==> src/rtl/gcm_block_scheduler_if.sv <==
// gcm_block_scheduler_if: descriptor in, per-worker ready in, in-order block issue/status out
interface gcm_block_scheduler_if #(parameter int NUM_WORKERS = 4);
  logic start_valid;
  logic start_ready;
  logic [127:0] instance_size;
  logic last_instance;
  logic [NUM_WORKERS-1:0] worker_ready;
  logic issue_valid;
  logic [2:0] issue_worker;
  logic [127:0] counter;
  logic [2:0] phase;
  logic last;
  logic busy;
  logic done;
  logic error;
  logic burst_end;
  modport master (
    input start_valid, instance_size, last_instance, worker_ready,
    output start_ready, issue_valid, issue_worker, counter, phase, last, busy, done, error, burst_end
  );
  modport slave (
    output start_valid, instance_size, last_instance, worker_ready,
    input start_ready, issue_valid, issue_worker, counter, phase, last, busy, done, error, burst_end
  );
endinterface

==> src/rtl/gcm_block_scheduler.sv <==
// gcm_block_scheduler: in-order GCM block issue to NUM_WORKERS workers; ports clk, rst (async high), bus (descriptor/ready in, issue/status out)
module gcm_block_scheduler #(
  parameter int NUM_WORKERS = 4,
  parameter int MAX_BLOCKS = 100000
) (
  input logic clk,
  input logic rst,
  gcm_block_scheduler_if.master bus
);
  localparam int KW = $clog2(MAX_BLOCKS + 1);
  localparam int WB = NUM_WORKERS > 1 ? $clog2(NUM_WORKERS) : 1;
  typedef enum logic [1:0] {IDLE, ISSUE, FINISH} state_t;
  state_t state, state_d;
  logic [KW-1:0] k, aad_blocks, total;
  logic last_inst, error_q;
  logic [65:0] aad_calc, text_calc, total_calc;
  logic accept, too_big, xfer, last_k;
  assign aad_calc = 66'(bus.instance_size[63:7]) + 66'(|bus.instance_size[6:0]);
  assign text_calc = 66'(bus.instance_size[127:71]) + 66'(|bus.instance_size[70:64]);
  assign total_calc = aad_calc + text_calc;
  assign accept = bus.start_valid && state == IDLE;
  assign too_big = total_calc > 66'(MAX_BLOCKS);
  assign last_k = k == total - KW'(1);
  assign xfer = state == ISSUE && bus.worker_ready[k[WB-1:0]];
  always_ff @(posedge clk or posedge rst) begin
    if (rst) state <= IDLE;
    else state <= state_d;
  end
  always_comb begin
    state_d = state == IDLE ? (accept && !too_big ? (total_calc == '0 ? FINISH : ISSUE) : IDLE)
            : state == ISSUE ? (xfer && last_k ? FINISH : ISSUE)
            : IDLE;
    bus.start_ready = state == IDLE;
    bus.busy = state != IDLE;
    bus.issue_valid = xfer;
    bus.issue_worker = state == ISSUE && NUM_WORKERS > 1 ? 3'(k[WB-1:0]) : 3'd0;
    bus.counter = state == ISSUE ? 128'(k) : '0;
    bus.last = state == ISSUE && last_k;
    bus.phase = state != ISSUE ? 3'b100
              : k < aad_blocks ? 3'b010
              : k == aad_blocks && last_k ? 3'b111
              : k == aad_blocks ? 3'b000
              : last_k ? 3'b011
              : 3'b001;
    bus.done = state == FINISH;
    bus.burst_end = state == FINISH && last_inst;
    bus.error = error_q;
  end
  always_ff @(posedge clk or posedge rst) begin
    if (rst) begin
      k <= '0;
      aad_blocks <= '0;
      total <= '0;
      last_inst <= 1'b0;
      error_q <= 1'b0;
    end else begin
      error_q <= accept && too_big;
      if (accept && !too_big) begin
        k <= '0;
        aad_blocks <= KW'(aad_calc);
        total <= KW'(total_calc);
        last_inst <= bus.last_instance;
      end else if (xfer) begin
        k <= k + KW'(1);
      end
    end
  end
endmodule

==> src/flat_wrapper.sv <==
// flat-port wrapper written by rule: the top's interface ports become plain ports
module gcm_block_scheduler_flat 
#(
  parameter int NUM_WORKERS = 4,
  parameter int MAX_BLOCKS = 100000
)
  (clk, rst, bus_start_valid, bus_instance_size, bus_last_instance, bus_worker_ready, bus_start_ready, bus_issue_valid, bus_issue_worker, bus_counter, bus_phase, bus_last, bus_busy, bus_done, bus_error, bus_burst_end);
  gcm_block_scheduler_if #(.NUM_WORKERS(NUM_WORKERS)) bus_i ();
  input logic clk;
  input logic rst;
  input wire logic [$bits(bus_i.start_valid)-1:0] bus_start_valid;
  input wire logic [$bits(bus_i.instance_size)-1:0] bus_instance_size;
  input wire logic [$bits(bus_i.last_instance)-1:0] bus_last_instance;
  input wire logic [$bits(bus_i.worker_ready)-1:0] bus_worker_ready;
  output wire logic [$bits(bus_i.start_ready)-1:0] bus_start_ready;
  output wire logic [$bits(bus_i.issue_valid)-1:0] bus_issue_valid;
  output wire logic [$bits(bus_i.issue_worker)-1:0] bus_issue_worker;
  output wire logic [$bits(bus_i.counter)-1:0] bus_counter;
  output wire logic [$bits(bus_i.phase)-1:0] bus_phase;
  output wire logic [$bits(bus_i.last)-1:0] bus_last;
  output wire logic [$bits(bus_i.busy)-1:0] bus_busy;
  output wire logic [$bits(bus_i.done)-1:0] bus_done;
  output wire logic [$bits(bus_i.error)-1:0] bus_error;
  output wire logic [$bits(bus_i.burst_end)-1:0] bus_burst_end;
  assign bus_i.start_valid = bus_start_valid;
  assign bus_i.instance_size = bus_instance_size;
  assign bus_i.last_instance = bus_last_instance;
  assign bus_i.worker_ready = bus_worker_ready;
  assign bus_start_ready = bus_i.start_ready;
  assign bus_issue_valid = bus_i.issue_valid;
  assign bus_issue_worker = bus_i.issue_worker;
  assign bus_counter = bus_i.counter;
  assign bus_phase = bus_i.phase;
  assign bus_last = bus_i.last;
  assign bus_busy = bus_i.busy;
  assign bus_done = bus_i.done;
  assign bus_error = bus_i.error;
  assign bus_burst_end = bus_i.burst_end;
  gcm_block_scheduler #(.NUM_WORKERS(NUM_WORKERS), .MAX_BLOCKS(MAX_BLOCKS)) u_core (.clk(clk), .rst(rst), .bus(bus_i));
endmodule
==> config.mk <==
export PLATFORM = sky130hd
export DESIGN_NAME = gcm_block_scheduler_flat
export DESIGN_NICKNAME = d
export VERILOG_FILES = /design/src/rtl/gcm_block_scheduler_if.sv /design/src/rtl/gcm_block_scheduler.sv /design/src/flat_wrapper.sv
export SDC_FILE = /design/constraint.sdc
export NUM_CORES = 1
export LEC_CHECK = 0
export BUFFER_PORTS_ARGS = -buffer_cell sky130_fd_sc_hd__buf_2
export CAP_MARGIN = 25
export CORE_MARGIN = 3
export CORE_UTILIZATION = 50
export DETAILED_ROUTE_END_ITERATION = 16
export PLACE_DENSITY_LB_ADDON = 0.1
export SYNTH_ARGS = -nofsm -noshare
export SYNTH_HDL_FRONTEND = slang
export SYNTH_SLANG_ARGS = --single-unit
export TNS_END_PERCENT = 5
==> constraint.sdc <==
create_clock -name clk -period 10.7 [get_ports clk]
set_input_delay 2.14 -clock clk [delete_from_list [all_inputs] [get_ports clk]]
set_output_delay 2.14 -clock clk [all_outputs]
set_load 0.02 [all_outputs]
* After elaboration in Yosys (flattened, before gate mapping)
Cells that the tools add are included.
Storage, ports and cells: flip-flop bits (word level) 55, latch bits 0, RAM bits 0, bits in read-only memories 0, input port bits 136, output and inout port bits 141, word-level logic and storage cells 50, memories 0
Cells by class: add/sub/neg operators 5, multiply operators 0, divide/modulo/power cells 0, $lt $le $gt $ge 3, equal/unequal tests 5, shift-type cells 0, muxes and demuxes 16, bitwise gates (word level) 0, reductions and logical operators 15
Operators with widths (number):
- adder 57 x 1 -> 58 bit | 2
- adder 66 bit | 1
- > comparator 66 x 17 -> 1 bit, second input constant | 1
- logical NOT 66 bit | 1
- 2-to-1 mux 17 bit | 3
- equality test 17 bit | 2
- adder 17 x 1 -> 17 bit, second input constant | 1
- less-than comparator 17 bit | 1
- subtractor 17 x 1 -> 17 bit, second input constant | 1
- 2-to-1 mux 2 bit | 7
- OR reduction 7 bit | 2
- 2-to-1 mux 3 bit | 4
- logical AND 1 bit | 8
- nonzero test 2 bit | 2
- less-than comparator 2 x 3 -> 1 bit, second input constant | 1
- binary-select mux 1 bit (select 2 bit) | 1
- equality test 2 x 1 -> 1 bit, second input constant | 1
- equality test 2 bit, second input constant | 1
- logical NOT 2 bit | 1
- != test 2 x 1 -> 1 bit, second input constant | 1
- logical NOT 1 bit | 1
- 2-to-1 mux 1 bit | 1

* Depth between registers and ports, before layout
word-level depth 8, mapped depth 28, depth with buffers taken out 25

* Worst setup path after synthesis
Ideal clock, no wire load.
path kind input port to flip-flop, start in bus_instance_size[65], end reg u_core.aad_blocks[10], setup time 128 ps, arrival time 7535 ps, required time 10572 ps, setup slack 3038 ps, stages on the path 27, path buffers 2, path through nor3_1 nand2_1 ha_1 ha_1 and3_1 nor2b_1 and3_1 nand4_1 nor3_1 nand2_1 or2_2 nor2_1 xor2_1 ha_1 clkbuf_1 a21o_1 a21o_1 a21oi_1 nand2b_1 a31oi_1 a2111o_1 o21ai_0 o211a_1 nand4_1 nor4_4 buf_4 mux2_1
Between the ends: word-level cells in the longest chain between the ends 6
Ends and longest elaborated chain:
- from (decl) | line flat_wrapper.sv:12 | input wire logic [$bits(bus_i.instance_size)-1:0] bus_instance_size;
- OR reduction 7 bit | line gcm_block_scheduler.sv:19 | assign text_calc = 66'(bus.instance_size[127:71]) + 66'(|bus.instance_size[70:64]);
- adder 57 x 1 -> 58 bit | line gcm_block_scheduler.sv:19
- adder 66 bit | line gcm_block_scheduler.sv:20 | assign total_calc = aad_calc + text_calc;
- > comparator 66 x 17 -> 1 bit | line gcm_block_scheduler.sv:22 | assign too_big = total_calc > 66'(MAX_BLOCKS);
- logical NOT 1 bit | line gcm_block_scheduler.sv:58 | if (accept && !too_big) begin
- logical AND 1 bit | line gcm_block_scheduler.sv:58
- to (signal assigned) | line gcm_block_scheduler.sv:60 | aad_blocks <= KW'(aad_calc);
- to (decl) | line gcm_block_scheduler.sv:14 | logic [KW-1:0] k, aad_blocks, total;
Every way passes these cells. A chain may end at the register's enable or synchronous reset.

* Final worst setup path
start in bus_instance_size[73], end reg u_core.total[15]
Between the ends: word-level cells in the longest chain between the ends 5
Ends and longest elaborated chain:
- adder 57 x 1 -> 58 bit (*) | line gcm_block_scheduler.sv:19
- adder 66 bit (*) | line gcm_block_scheduler.sv:20
- > comparator 66 x 17 -> 1 bit | line gcm_block_scheduler.sv:22
- logical NOT 1 bit | line gcm_block_scheduler.sv:58
- logical AND 1 bit | line gcm_block_scheduler.sv:58
- to (signal assigned) | line gcm_block_scheduler.sv:61 | total <= KW'(total_calc);
- to (decl) | line gcm_block_scheduler.sv:14
Every way passes the cells marked *; elsewhere a longest branch is shown, timed or not.

==> metrics.yaml <==
run_status:
  outcome: "finished clean"
setup_path:
  cpPeakStageDelay_ps: 740
  worst-path-max-fanout: 52
  cp_common_cell: "nand4_1"
  critPathLaunchType: "input pin"
  worst_setup_path_end_kind: "register"
  crit_arrival_ps: 9280
  worstPathRequired_ps: 10890
  criticalPathCategory: "in2reg"
  cp.buffers_inverters: 2
  cp_slowest_cell: "nor3_1"
  cp.depth: 25
  path_delay_family: "simple AND/OR/NAND/NOR gates"
  reg2reg_depth: 11
sta:
  max_freq_mhz: 110.0
  finalCritPeriodShare: 0.8499
  slew_viol_final: 0
  period_minus_slack_ps: 9094
  slew_headroom: 0.3553
  setup_ws_ps: 1606
  skew_ps: 4.657
  fin_setup_tns_ps: 0
  finalHoldViolCount: 0
  setup_viol_count_final: 0
  whs_ps: 483.1
  worst_slew_pin_slew_ps: 965.1
  rsz0062_at_grt: "no"
synthesis:
  synth_top_area_share: 0.1296
  synth_cell_type_count: 70
  synth-edff-count: 0
  yosysWarnings: 0
  synth-async-reset-ratio: 1.000
  synth_cells: 1479
  ys_seq_area_frac: 0.1296
  synth_area_leaders: "dfrtp_1 13%, xnor2_1 10%, ha_1 9.5%"
  synth_area_leader_cell: "dfrtp_1"
  syn_avg_cell_area_um2: 7.181
  yosys_register_bits: 55
  synth-main-ff-cell: "dfrtp_1"
  netlist_area_um2: 10620
grt:
  grt_pass1_wl_mm: 48.17
  grt_pass1_vias: 9597
  antenna_found_initial: 1
  grt_overflow: 0
  grt_max_degree: 56
  track_usage: 0.2576
floorplanning:
  start_util: 0.5166
  die_h_um: 151.8
  io_pins: 277
  rows: 52
  core_um2: 20560
  die_area_um2: 23030
  die_x_um: 151.8
routing:
  vias: 10680
  post-route-drc-count: 0
  drtAntennaViolNets: 0
  wl_per_cell_um: 16.62
  drt_wl_total_mm: 31.03
  dr.pass1.iters: 6
  viasPerCell: 5.723
  drtIter0Drc: 819
cts:
  cts_tree: "done"
  cts_resized: 0
  htree_num_levels: 2
  clock_sinks: 55
  cts_buffers: 5
  insertion_delay_ps: 300
  cts.path.max_buffers: 2
  cts-hold-fix-buffers: 0
  clk_pin_slew_ps: 80
  cts_setup_buffers: 0
  clockRootBuffer: "clkbuf_16"
power:
  worst_ir_drop_vdd_mv: 0.05820
  swShare: 0.4505
  powerDensity_nw_per_um2: 71.24
  pwr-share-comb: 0.536
  clockPowerShare: 0.206
  seq_power_share: 0.259
  p_int_w: 0.0004418
  p_sw_w: 0.0003623
  power.leakage_nw: 5.068
layout:
  antenna_cells: 0
  instances_no_fill: 1867
  utilization: 0.5490
  layout_common_cells: "164 x buf_2, 153 x nand2_1, 132 x nor2_1"
  final_nets: 1815
  drive_gt1_frac: 0.1221
  nFillCells: 2065
  final_common_cell: "buf_2"
  area_growth_pct: 6.267
placed_design:
  port-buffer-count: 164
  hpwl_mm: 25.99
  routabilityCongestion: 0.9791
  placedCellCount: 1860
  place_ws_ps: 1351
min_path:
  whs_path_depth: 1
  min_path_type: "reg2reg"
job:
  drv_cap: 0
synthesized netlist by cell type (14+ instances only):
cell type  instances
nand2_1          153
inv_1             48
buf_4            118
nor2_1           132
nand3_1           55
clkbuf_1          46
nor3_1            32
a211oi_1          14
and3_1            23
nor4_1            16
a31oi_1           14
xor2_1            55
and2_1            32
a21o_1            14
ha_1              81
or3_1             14
o21ai_0           78
a21oi_1          101
mux2_1            29
nand4_1           78
xnor2_1          121
dfrtp_1           55
o21a_1            21
state kept, by name, summed over array words and instances (netlist names):
signal / count
u_core.aad_blocks: 17
u_core.k: 17
u_core.total: 17
u_core.state: 2
u_core.bus.error: 1
u_core.last_inst: 1
cell families after synthesis:
group | Yosys count | share of synthesized area
other | 1 | 0.0003531
AOI/OAI and AO/OA | 316 | 0.1860
DFF | 55 | 0.1296
muxes | 45 | 0.04759
and+or+nand+nor | 589 | 0.2762
adders and majority gates | 82 | 0.09730
xor gates and xnor gates | 176 | 0.1451
buffers and inverters | 215 | 0.1178
power by group through the flow:
| stage | clock, W | combinational (W) | sequential, W |
|---|---|---|---|
| CTS | 0.000169 | 0.000423 | 0.000208 |
| global route | 0.000177 | 0.000475 | 0.000208 |
| finish | 0.000166 | 0.000431 | 0.000208 |
| floorplan | 0 | 0.000330 | 0.000212 |
| global placement | 0 | 0.000423 | 0.000212 |
| detailed placement | 0 | 0.000421 | 0.000212 |
final timing paths:
check                                      startpoint                   end  slack, ps
worst max-delay path            bus_instance_size[73]      u_core.total[15]       1610
worst min-delay path                 u_core.last_inst      u_core.last_inst        480
worst max register to register        u_core.total[6]       u_core.state[0]       6980
worst min register to register       u_core.last_inst      u_core.last_inst        480
max in group asynchronous                         rst           u_core.k[1]       8160
min in group asynchronous                         rst  u_core.aad_blocks[8]       2030
metrics by stage:
stage                      power, W  instance area [µm²]
after detailed placement  0.0006327                11150
after global placement    0.0006351                11150
after global routing      0.0008601                11290
final                     0.0008041                11290
after CTS                 0.0008000                11290
after floorplan           0.0005420                11040
routing by layer:
| metal | up-vias | track usage | part of all wire |
|---|---|---|---|
| li1 | 5321 | - | - |
| met1 | 4871 | 0.3459 | 0.44 |
| met2 | 430 | 0.4391 | 0.47 |
| met3 | 60 | 0.02201 | 0.064 |
| met4 | 2 | 0.08041 | 0.029 |
| met5 | - | 0 | 0.00045 |
layout make-up:
| cell class | count | area (µm²) | area share |
|---|---|---|---|
| inverter | 48 | 180.2 | 0.01596 |
| sequential | 55 | 1376 | 0.1219 |
| timing repair buffer | 167 | 843.3 | 0.07471 |
| clock inverter | 2 | 13.76 | 0.001219 |
| clock buffer | 5 | 125.1 | 0.01109 |
| multi-input combinational | 1320 | 8411 | 0.7451 |
| tap | 270 | 337.8 | 0.02993 |
No activity file was read; power rests on OpenSTA's default activity.
